--- src/rtl/psum_accum_sfu_pkg.sv ---
// psum_accum_sfu_pkg: shared types and helpers for the psum accumulator.
// Holds the FSM state enum, pass-counter width and a lane-slice helper.
package psum_accum_sfu_pkg;

    typedef enum logic [1:0] {
        S_IDLE,
        S_ACCUM,
        S_FLUSH,
        S_DONE
    } state_e;

    localparam int PC_W = 4;

    // Low bit index of a lane inside a packed row.
    function automatic int lane_lo(input int lane, input int bw);
        return lane * bw;
    endfunction

endpackage

--- src/rtl/psum_accum_sfu_if.sv ---
// psum_accum_sfu_if: FIFO pop port and output SRAM write port.
// master: accumulator side; slave: FIFO / SRAM side.
interface psum_accum_sfu_if #(
    parameter int col     = 8,
    parameter int psum_bw = 16,
    parameter int addr_w  = 4
);
    logic                     ofifo_valid;
    logic [col*psum_bw-1:0]   ofifo_out;
    logic                     ofifo_rd;
    logic                     out_wr;
    logic [addr_w-1:0]        out_addr;
    logic [col*psum_bw-1:0]   out_data;

    modport master (
        input  ofifo_valid,
        input  ofifo_out,
        output ofifo_rd,
        output out_wr,
        output out_addr,
        output out_data
    );

    modport slave (
        output ofifo_valid,
        output ofifo_out,
        input  ofifo_rd,
        input  out_wr,
        input  out_addr,
        input  out_data
    );
endinterface

--- src/rtl/psum_accum_sfu_bank.sv ---
// psum_bank: 2^depth_w x width register file, 1 write / 1 async read.
// Ports: clk, we/waddr/wdata write port, raddr/rdata read port.
module psum_bank #(
    parameter int depth_w = 4,
    parameter int width   = 128
) (
    input  logic               clk,
    input  logic               we,
    input  logic [depth_w-1:0] waddr,
    input  logic [width-1:0]   wdata,
    input  logic [depth_w-1:0] raddr,
    output logic [width-1:0]   rdata
);
    logic [width-1:0] mem [0:(2**depth_w)-1];

    // No reset: pass 0 overwrites every row before it is read back.
    always_ff @(posedge clk) begin
        if (we) begin
            mem[waddr] <= wdata;
        end
    end

    assign rdata = mem[raddr];
endmodule

--- src/rtl/psum_accum_sfu.sv ---
// psum_accum_sfu: accumulates FIFO rows into a psum bank over several
// passes, then flushes finished rows to the output SRAM.
// Ports: clk, reset (sync, active-high), start/num_rows/num_passes
// command, bus (FIFO pop + SRAM write, master side), busy, done.
// Option: define PSUM_ACCUM_SFU_RELU_EN to clamp negative lanes to 0
// on flush; otherwise finished rows are written unchanged.
module psum_accum_sfu
    import psum_accum_sfu_pkg::*;
#(
    parameter int col     = 8,
    parameter int psum_bw = 16,
    parameter int addr_w  = 4
) (
    input  logic             clk,
    input  logic             reset,
    input  logic             start,
    input  logic [addr_w:0]  num_rows,
    input  logic [PC_W-1:0]  num_passes,
    psum_accum_sfu_if.master bus,
    output logic             busy,
    output logic             done
);
    localparam int W = col * psum_bw;
    localparam logic [addr_w:0]   ONE_R = 1;
    localparam logic [PC_W-1:0]   ONE_P = 1;
    localparam logic [addr_w-1:0] ONE_A = 1;

    state_e state;
    state_e state_nx;

    logic [addr_w:0]   nr_q;
    logic [PC_W-1:0]   np_q;
    logic [addr_w-1:0] rp;
    logic [PC_W-1:0]   pc;

    logic              rd_q;
    logic              cap;
    logic              wr_q;
    logic [addr_w-1:0] addr_q;
    logic [W-1:0]      data_q;

    logic [W-1:0] bank_rd;
    logic [W-1:0] bank_wd;
    logic [W-1:0] sum_row;
    logic [W-1:0] flush_row;

    logic start_ok;
    logic zero_cnt;
    logic row_last;
    logic pass_last;
    logic last_cap;
    logic bank_we;
    logic issue;

    assign start_ok  = (state == S_IDLE) && start && !busy;
    assign zero_cnt  = (num_rows == '0) || (num_passes == '0);
    assign row_last  = ({1'b0, rp} == (nr_q - ONE_R));
    assign pass_last = (pc == (np_q - ONE_P));
    // cap marks the cycle in which ofifo_out holds the popped row.
    assign last_cap  = cap && row_last && pass_last;
    assign bank_we   = (state == S_ACCUM) && cap;
    assign bank_wd   = (pc == '0) ? bus.ofifo_out : sum_row;

    psum_bank #(
        .depth_w (addr_w),
        .width   (W)
    ) u_bank (
        .clk   (clk),
        .we    (bank_we),
        .waddr (rp),
        .wdata (bank_wd),
        .raddr (rp),
        .rdata (bank_rd)
    );

    // Lane-wise wrapping add of the stored psum and the new row.
    always_comb begin
        sum_row = '0;
        for (int i = 0; i < col; i++) begin
            sum_row[lane_lo(i, psum_bw) +: psum_bw] =
                bank_rd[lane_lo(i, psum_bw) +: psum_bw] +
                bus.ofifo_out[lane_lo(i, psum_bw) +: psum_bw];
        end
    end

`ifdef PSUM_ACCUM_SFU_RELU_EN
    always_comb begin
        flush_row = bank_rd;
        for (int i = 0; i < col; i++) begin
            if (bank_rd[lane_lo(i, psum_bw) + psum_bw - 1]) begin
                flush_row[lane_lo(i, psum_bw) +: psum_bw] = '0;
            end
        end
    end
`else
    assign flush_row = bank_rd;
`endif

    always_comb begin
        state_nx = state;
        issue    = 1'b0;
        unique case (state)
            S_IDLE: begin
                if (start_ok) begin
                    state_nx = zero_cnt ? S_DONE : S_ACCUM;
                    issue    = !zero_cnt && bus.ofifo_valid;
                end
            end
            S_ACCUM: begin
                // Never pop during the capture cycle, nor past the
                // final row of the final pass.
                issue = bus.ofifo_valid && !rd_q && !last_cap;
                if (last_cap) begin
                    state_nx = S_FLUSH;
                end
            end
            S_FLUSH: begin
                if (row_last) begin
                    state_nx = S_DONE;
                end
            end
            S_DONE: begin
                state_nx = S_IDLE;
            end
            default: begin
                state_nx = S_IDLE;
            end
        endcase
    end

    always_ff @(posedge clk) begin
        if (reset) begin
            state  <= S_IDLE;
            nr_q   <= '0;
            np_q   <= '0;
            rp     <= '0;
            pc     <= '0;
            rd_q   <= 1'b0;
            cap    <= 1'b0;
            wr_q   <= 1'b0;
            addr_q <= '0;
            data_q <= '0;
            busy   <= 1'b0;
            done   <= 1'b0;
        end else begin
            state <= state_nx;
            // Held through the done cycle so busy drops after done.
            busy  <= (state_nx != S_IDLE) || (state == S_DONE);
            done  <= (state == S_DONE);
            rd_q  <= issue;
            cap   <= rd_q;
            wr_q  <= (state == S_FLUSH);
            if (start_ok) begin
                nr_q <= num_rows;
                np_q <= num_passes;
                rp   <= '0;
                pc   <= '0;
            end
            if (bank_we) begin
                if (row_last) begin
                    rp <= '0;
                    pc <= pc + ONE_P;
                end else begin
                    rp <= rp + ONE_A;
                end
            end
            if (state == S_FLUSH) begin
                addr_q <= rp;
                data_q <= flush_row;
                rp     <= row_last ? '0 : rp + ONE_A;
            end
        end
    end

    assign bus.ofifo_rd = rd_q;
    assign bus.out_wr   = wr_q;
    assign bus.out_addr = addr_q;
    assign bus.out_data = data_q;
endmodule

--- src/flat_wrapper.sv ---
// flat-port wrapper written by rule: the top's interface ports become plain ports
module psum_accum_sfu_flat import psum_accum_sfu_pkg::*;
#(
    parameter int col     = 8,
    parameter int psum_bw = 16,
    parameter int addr_w  = 4
)
  (clk, reset, start, num_rows, num_passes, busy, done, bus_ofifo_valid, bus_ofifo_out, bus_ofifo_rd, bus_out_wr, bus_out_addr, bus_out_data);
  psum_accum_sfu_if #(.col(col), .psum_bw(psum_bw), .addr_w(addr_w)) bus_i ();
  input  logic clk;
  input  logic reset;
  input  logic start;
  input  logic [addr_w:0] num_rows;
  input  logic [PC_W-1:0] num_passes;
  output logic busy;
  output logic done;
  input wire logic [$bits(bus_i.ofifo_valid)-1:0] bus_ofifo_valid;
  input wire logic [$bits(bus_i.ofifo_out)-1:0] bus_ofifo_out;
  output wire logic [$bits(bus_i.ofifo_rd)-1:0] bus_ofifo_rd;
  output wire logic [$bits(bus_i.out_wr)-1:0] bus_out_wr;
  output wire logic [$bits(bus_i.out_addr)-1:0] bus_out_addr;
  output wire logic [$bits(bus_i.out_data)-1:0] bus_out_data;
  assign bus_i.ofifo_valid = bus_ofifo_valid;
  assign bus_i.ofifo_out = bus_ofifo_out;
  assign bus_ofifo_rd = bus_i.ofifo_rd;
  assign bus_out_wr = bus_i.out_wr;
  assign bus_out_addr = bus_i.out_addr;
  assign bus_out_data = bus_i.out_data;
  psum_accum_sfu #(.col(col), .psum_bw(psum_bw), .addr_w(addr_w)) u_core (.clk(clk), .reset(reset), .start(start), .num_rows(num_rows), .num_passes(num_passes), .bus(bus_i), .busy(busy), .done(done));
endmodule
--- config.mk ---
export PLATFORM = sky130hd
export DESIGN_NAME = psum_accum_sfu_flat
export DESIGN_NICKNAME = d
export VERILOG_FILES = /design/src/rtl/psum_accum_sfu_pkg.sv /design/src/rtl/psum_accum_sfu_if.sv /design/src/rtl/psum_accum_sfu_bank.sv /design/src/rtl/psum_accum_sfu.sv /design/src/flat_wrapper.sv
export SDC_FILE = /design/constraint.sdc
export NUM_CORES = 2
export LEC_CHECK = 0
export CORE_MARGIN = 2
export CORE_UTILIZATION = 55
export CTS_BUF_LIST = sky130_fd_sc_hd__clkbuf_2
export DETAILED_ROUTE_END_ITERATION = 10
export MAX_ROUTING_LAYER = met4
export PLACE_DENSITY = 0.86
export SLEW_MARGIN = 15
export SYNTH_ARGS = -nofsm -noshare
export SYNTH_HDL_FRONTEND = slang
export SYNTH_HIERARCHICAL = 1
export SYNTH_SLANG_ARGS = --single-unit
--- constraint.sdc ---
create_clock -name clk -period 11.5 [get_ports clk]
set_clock_uncertainty 0.2 [all_clocks]
set_input_delay 2.875 -clock clk [delete_from_list [all_inputs] [get_ports clk]]
set_output_delay 2.875 -clock clk [all_outputs]
set_load 0.02 [all_outputs]
* Yosys cells after proc, flatten, opt, wreduce, memory -nomap -nowiden
Memory sizes are Yosys's and may differ from the RTL's. A register that Yosys moved wholly into a read port is not among the register bits. Cells that the tools add are included. Widths: inputs -> output; s select.
Cells by class: reductions and logical operators 20, add/sub/neg operators 12, muxes and demuxes 19, equality and inequality tests 5
Operator list (count):
- $add 16x16->16 | 8
- $mux 128 | 1
- $mux 4 | 9
- $add 4x1->4 const B | 2
- $logic_and 1x1->1 | 8
- $logic_not 4->1 | 2
- $mux 2 | 4
- $pmux 2 s4 | 1
- $eq 4x5->1 | 1
- $logic_not 5->1 | 1
- $sub 5x1->5 const B | 1
- $eq 2x2->1 const B | 2
- $eq 4x4->1 | 1
- $logic_not 1->1 | 4
- $sub 4x1->4 const B | 1
- $mux 1 | 3
- $reduce_bool 3->1 | 1
- $eq 2x1->1 const B | 1
- $logic_not 2->1 | 1
- $logic_or 1x1->1 | 2
- $pmux 1 s2 | 1
- $reduce_bool 2->1 | 1
Word-level totals: word-level logic and storage cells 69, RAM bits 2048, memories 1, bits of input ports 141, register bits after elaboration 156
Memory list:
- u_core.u_bank.mem | words 16, width 128, read ports 1, clocked after Yosys merged registers in 1, write ports 1, RTL line psum_accum_sfu_bank.sv:14 | logic [width-1:0] mem [0:(2**depth_w)-1];

* Depth between registers and ports, before layout
word-level depth 8, depth in mapped cells 18, mapped depth without buffers 14

* Hierarchy
The synthesis kept the hierarchy.
By module, submodules not included:
- psum_bank | times used 1, area an instance 76882.5 sq um, cells an instance 3229
- psum_accum_sfu | times used 1, area an instance 12248.0 sq um, cells an instance 1705

* Worst setup path after synthesis
Ideal clock, no wire load.
path kind register to register, from reg u_core.state[0], to mem u_core.u_bank.mem[0][0], enable pin, stages on the path, launching flop included 6, data required time 10528 ps, data arrival time 9962 ps, setup slack 567 ps, buffers on the path 0, cells stage by stage dfxtp_1 -> nor2b_1 -> nand2_1 -> inv_1 -> or3b_2 -> nor3_1
Between the ends: word-level cells in the longest chain between the ends 4
RTL lines:
- from (decl) | RTL line psum_accum_sfu.sv:28 | state_e state;
- from (signal assigned) | RTL line psum_accum_sfu.sv:146 | state <= state_nx;
- $eq 2x1->1 | RTL line psum_accum_sfu.sv:61 | assign bank_we = (state == S_ACCUM) && cap;
- $logic_and 1x1->1 | RTL line psum_accum_sfu.sv:61
- via u_core.bank_we | RTL line psum_accum_sfu.sv:52 | logic bank_we;
- $mux 1 | RTL line psum_accum_sfu_bank.sv:18 | if (we) begin
- $mux 1 (not written as such) | RTL line psum_accum_sfu_bank.sv:19 | mem[waddr] <= wdata;
- to (decl) | RTL line psum_accum_sfu_bank.sv:14
The timed path passes the listed nets, and every way through them passes these cells.

==> qor.yml <==
relSlewSlack_pct: 15.8
grtUsageMet2_pct: 44.8
yosys.area.top_type_share_pct: 69.0
clk_path_buf_depth: 4
ys_seq_elements: 2204
gp_congestion: 0.859
synth_compound_area_share_pct: 5.85
ir_drop_mv: 0.105
crit_top_cell: "buf_4"
path_clk_slew_ns: 0.10
async_flop_share_pct: 0
max_stage_delay_ns: 0.94
required_ns: 12.62
synthTopCellsByArea: "edfxtp_1, mux4_2, dfxtp_1, nand2_1, a22oi_1"
insertion_delay_ns: 1.86
rows: 147
grt-busiest-layer: "met2"
via_count: 52000
slew_violations: 0
use_met1_pct: 33.8
layout.nets: 5898
synthAdderAreaFrac_pct: 1.93
cp.arrival_ns: 8.10
multi_input_area_sq_um: 23400
grt_max_degree: 134
synthDistinctLibCells: 77
initial_utilization_pct: 55.4
cts_made_buffers: 542
rsz0062_at_grt: "false"
wl_per_cell_um: 27.6
cellPowerDensity_nw_per_um2: 146
drc: 0
n_fill_cell: 10700
register_area_sq_um: 64600
synth_flop_cell: "edfxtp_1"
synth.avg_cell_area_sq_um: 18.1
slowest_stage: "dfxtp_4"
fp.dieW_um: 407
placed_area_sq_um: 94700
design_area_sq_um: 99600
post_cts_buffers: 0
drive_gt1_share_pct: 26.3
hold_buffers: 0
ys_warn_count: 6
finalHoldViolCount: 0
antenna_found_initial: 15
clock_sinks: 2204
grt_pass1_vias: 53300
synthMuxAreaShare_pct: 13.2
maxCapViolations: 0
grt-ovfl-total: 0
tightest_slew_ns: 1.26
r2r_cells: 14
ioPinCount: 277
fin_crit_ns: 6.98
met3_usage_pct: 6.36
status: "complete, no violations"
grt_pass1_wl_um: 327000
drt_pre_antenna_iters: 8
setup_viol: 0
drtIter0Drc: 6646
grt_usage_pct: 28.0
numPortBuffers: 276
wl_um: 225000
synth_seq_area_share_pct: 72.5
avgViaCountPerCell: 6.37
synth_nets: 5208
yosys.area.top_type: "edfxtp_1"
worstPathCellList: "buf_4 > nor2b_2 > buf_4 > a22oi_1 > o21ai_0 > ha_1 > o21a_1 > a2111oi_0 > nor3_1 > o2111ai_1 > a21oi_1 > xor2_1 > nand2_1 > xnor2_1"
crit_type: "flop to flop"
crit_fanout: 45
whs_path_depth: 2
syn_inst: 4934
h-tree-depth: 6
synth_top_family_by_area: "multiplexers"
syn_to_final_growth_pct: 11.8
cp-start-kind: "flop"
synth_edf_count: 2048
core_sq_um: 161000
dieArea_sq_um: 165000
tns_ns: 0
synth_area_sq_um: 89100
synth_xor_area_share_pct: 1.06
root_buffer: "clkbuf_2"
cp-end-kind: "flop"
hold_class: "flop to flop"
cts.repair.resized: 0
max_freq_ghz: 0.143
ant_nets: 0
leakagePower_nw: 32.3
cts_tree: "done"
synthSimpleGateAreaFrac_pct: 3.92
fin_crit_sh_pct: 60.7
dp_hpwl_um: 124000
die_y_um: 407
==> layer usage <==
metal	share of wire, %	routed length (um)
met2	50	112000
met4	4.6	10400
met3	12	27200
met5	0	0
met1	34	76100
==> state kept, by name (all words and copies together) (netlist names) <==
register and flops:
u_core/busy 1, u_core/bus.out_wr 1, u_core/bus.out_addr 4, u_core/u_bank/mem 2048, u_core/np_q 4, u_core/cap 1
u_core/nr_q 5, u_core/rp 4, u_core/bus.out_data 128, u_core/bus.ofifo_rd 1, u_core/pc 4, u_core/state 2
u_core/done 1
==> final timing paths <==
kind                             from                   endpoint  slack, ns
max                      u_core/rp[0]  u_core/u_bank/mem[1][127]       4.52
min          u_core/bus.out_data[125]   u_core/bus.out_data[125]       0.26
max reg2reg              u_core/rp[0]  u_core/u_bank/mem[1][127]       4.52
min reg2reg  u_core/bus.out_data[125]   u_core/bus.out_data[125]       0.26
==> synthesized netlist by cell type, types with 4 or more instances <==
cell,instances
o22a_1,6
fa_1,8
and2_1,11
a31oi_1,12
a221oi_1,14
buf_1,20
o221ai_1,23
or3_1,7
and3_1,10
or4_1,5
mux2_2,66
nor2b_1,48
inv_1,48
mux4_2,477
a21oi_1,280
clkbuf_1,131
nand3b_1,9
buf_4,10
xor2_1,49
o21ai_0,106
nor2_1,142
xnor2_1,57
buf_6,6
o31ai_1,4
nor3_1,15
o211ai_1,6
o21ai_1,9
nor3b_1,4
a22oi_1,216
nand3_1,13
a211o_1,6
o21bai_1,6
nand2b_1,30
buf_2,88
a211oi_1,18
a21o_1,42
o21a_1,18
dfxtp_1,156
a21bo_2,4
ha_1,125
nand4_1,8
nand2_1,491
edfxtp_1,2048
mux2i_1,32
==> report_power, final <==
group | switching, mW | total, mW | internal, mW
logic | 0.397 | 0.663 | 0.267
clock network | 3.04 | 5.09 | 2.06
registers | 0.0126 | 8.77 | 8.76
==> layout by cell type (no fill, tap or decap), drive strengths merged, types with 125 or more instances in the layout <==
master            n
a21oi           281
a22oi           216
buf             125
clkbuf          787
clkdlybuf4s50   275
dfxtp           156
edfxtp         2048
ha              125
mux4            477
nand2           491
nor2            142
==> cells by family after synthesis <==
logic type | after synthesis
fa+ha+maj | 133
compound gates | 804
simple gates | 808
mux | 575
buf+inv | 303
xor+xnor | 107
flops | 2204
==> metrics by stage <==
step	util (%)	total power, mW	worst slack [ns]	hold slack [ns]	instances
after CTS	61.9	14.6	4.57	0.262	8148
after detailed placement	58.9	9.60	4.31	0.248	7237
after floorplan	-	9.37	0.567	0.248	4934
final	62.0	14.5	4.52	0.259	8169
after global placement	58.9	9.56	4.35	0.242	7235
after global routing	62.0	15.0	4.05	0.277	8167
==> worst max-delay path: cells and delay by family (launching register included) <==
| kind | cells | cell delay [ns] |
|---|---|---|
| AOI/OAI and AO/OA | 6 | 1.99 |
| buffers and inverters | 2 | 1.22 |
| xor gates and xnor gates | 2 | 1.07 |
| DFF | 1 | 0.94 |
| and+or+nand+nor | 3 | 0.57 |
| adders and majority gates | 1 | 0.41 |
==> final cells by class <==
| class | count | area share (%) |
|---|---|---|
| inverter | 48 | 0.181 |
| timing repair buffer | 401 | 3.89 |
| tap | 2160 | 2.71 |
| sequential | 2204 | 64.9 |
| clock buffer | 786 | 3.95 |
| antenna | 18 | 0.0452 |
| clock inverter | 125 | 0.789 |
| multi-input combinational | 2427 | 23.5 |
Power figures use the tool's default switching activity.
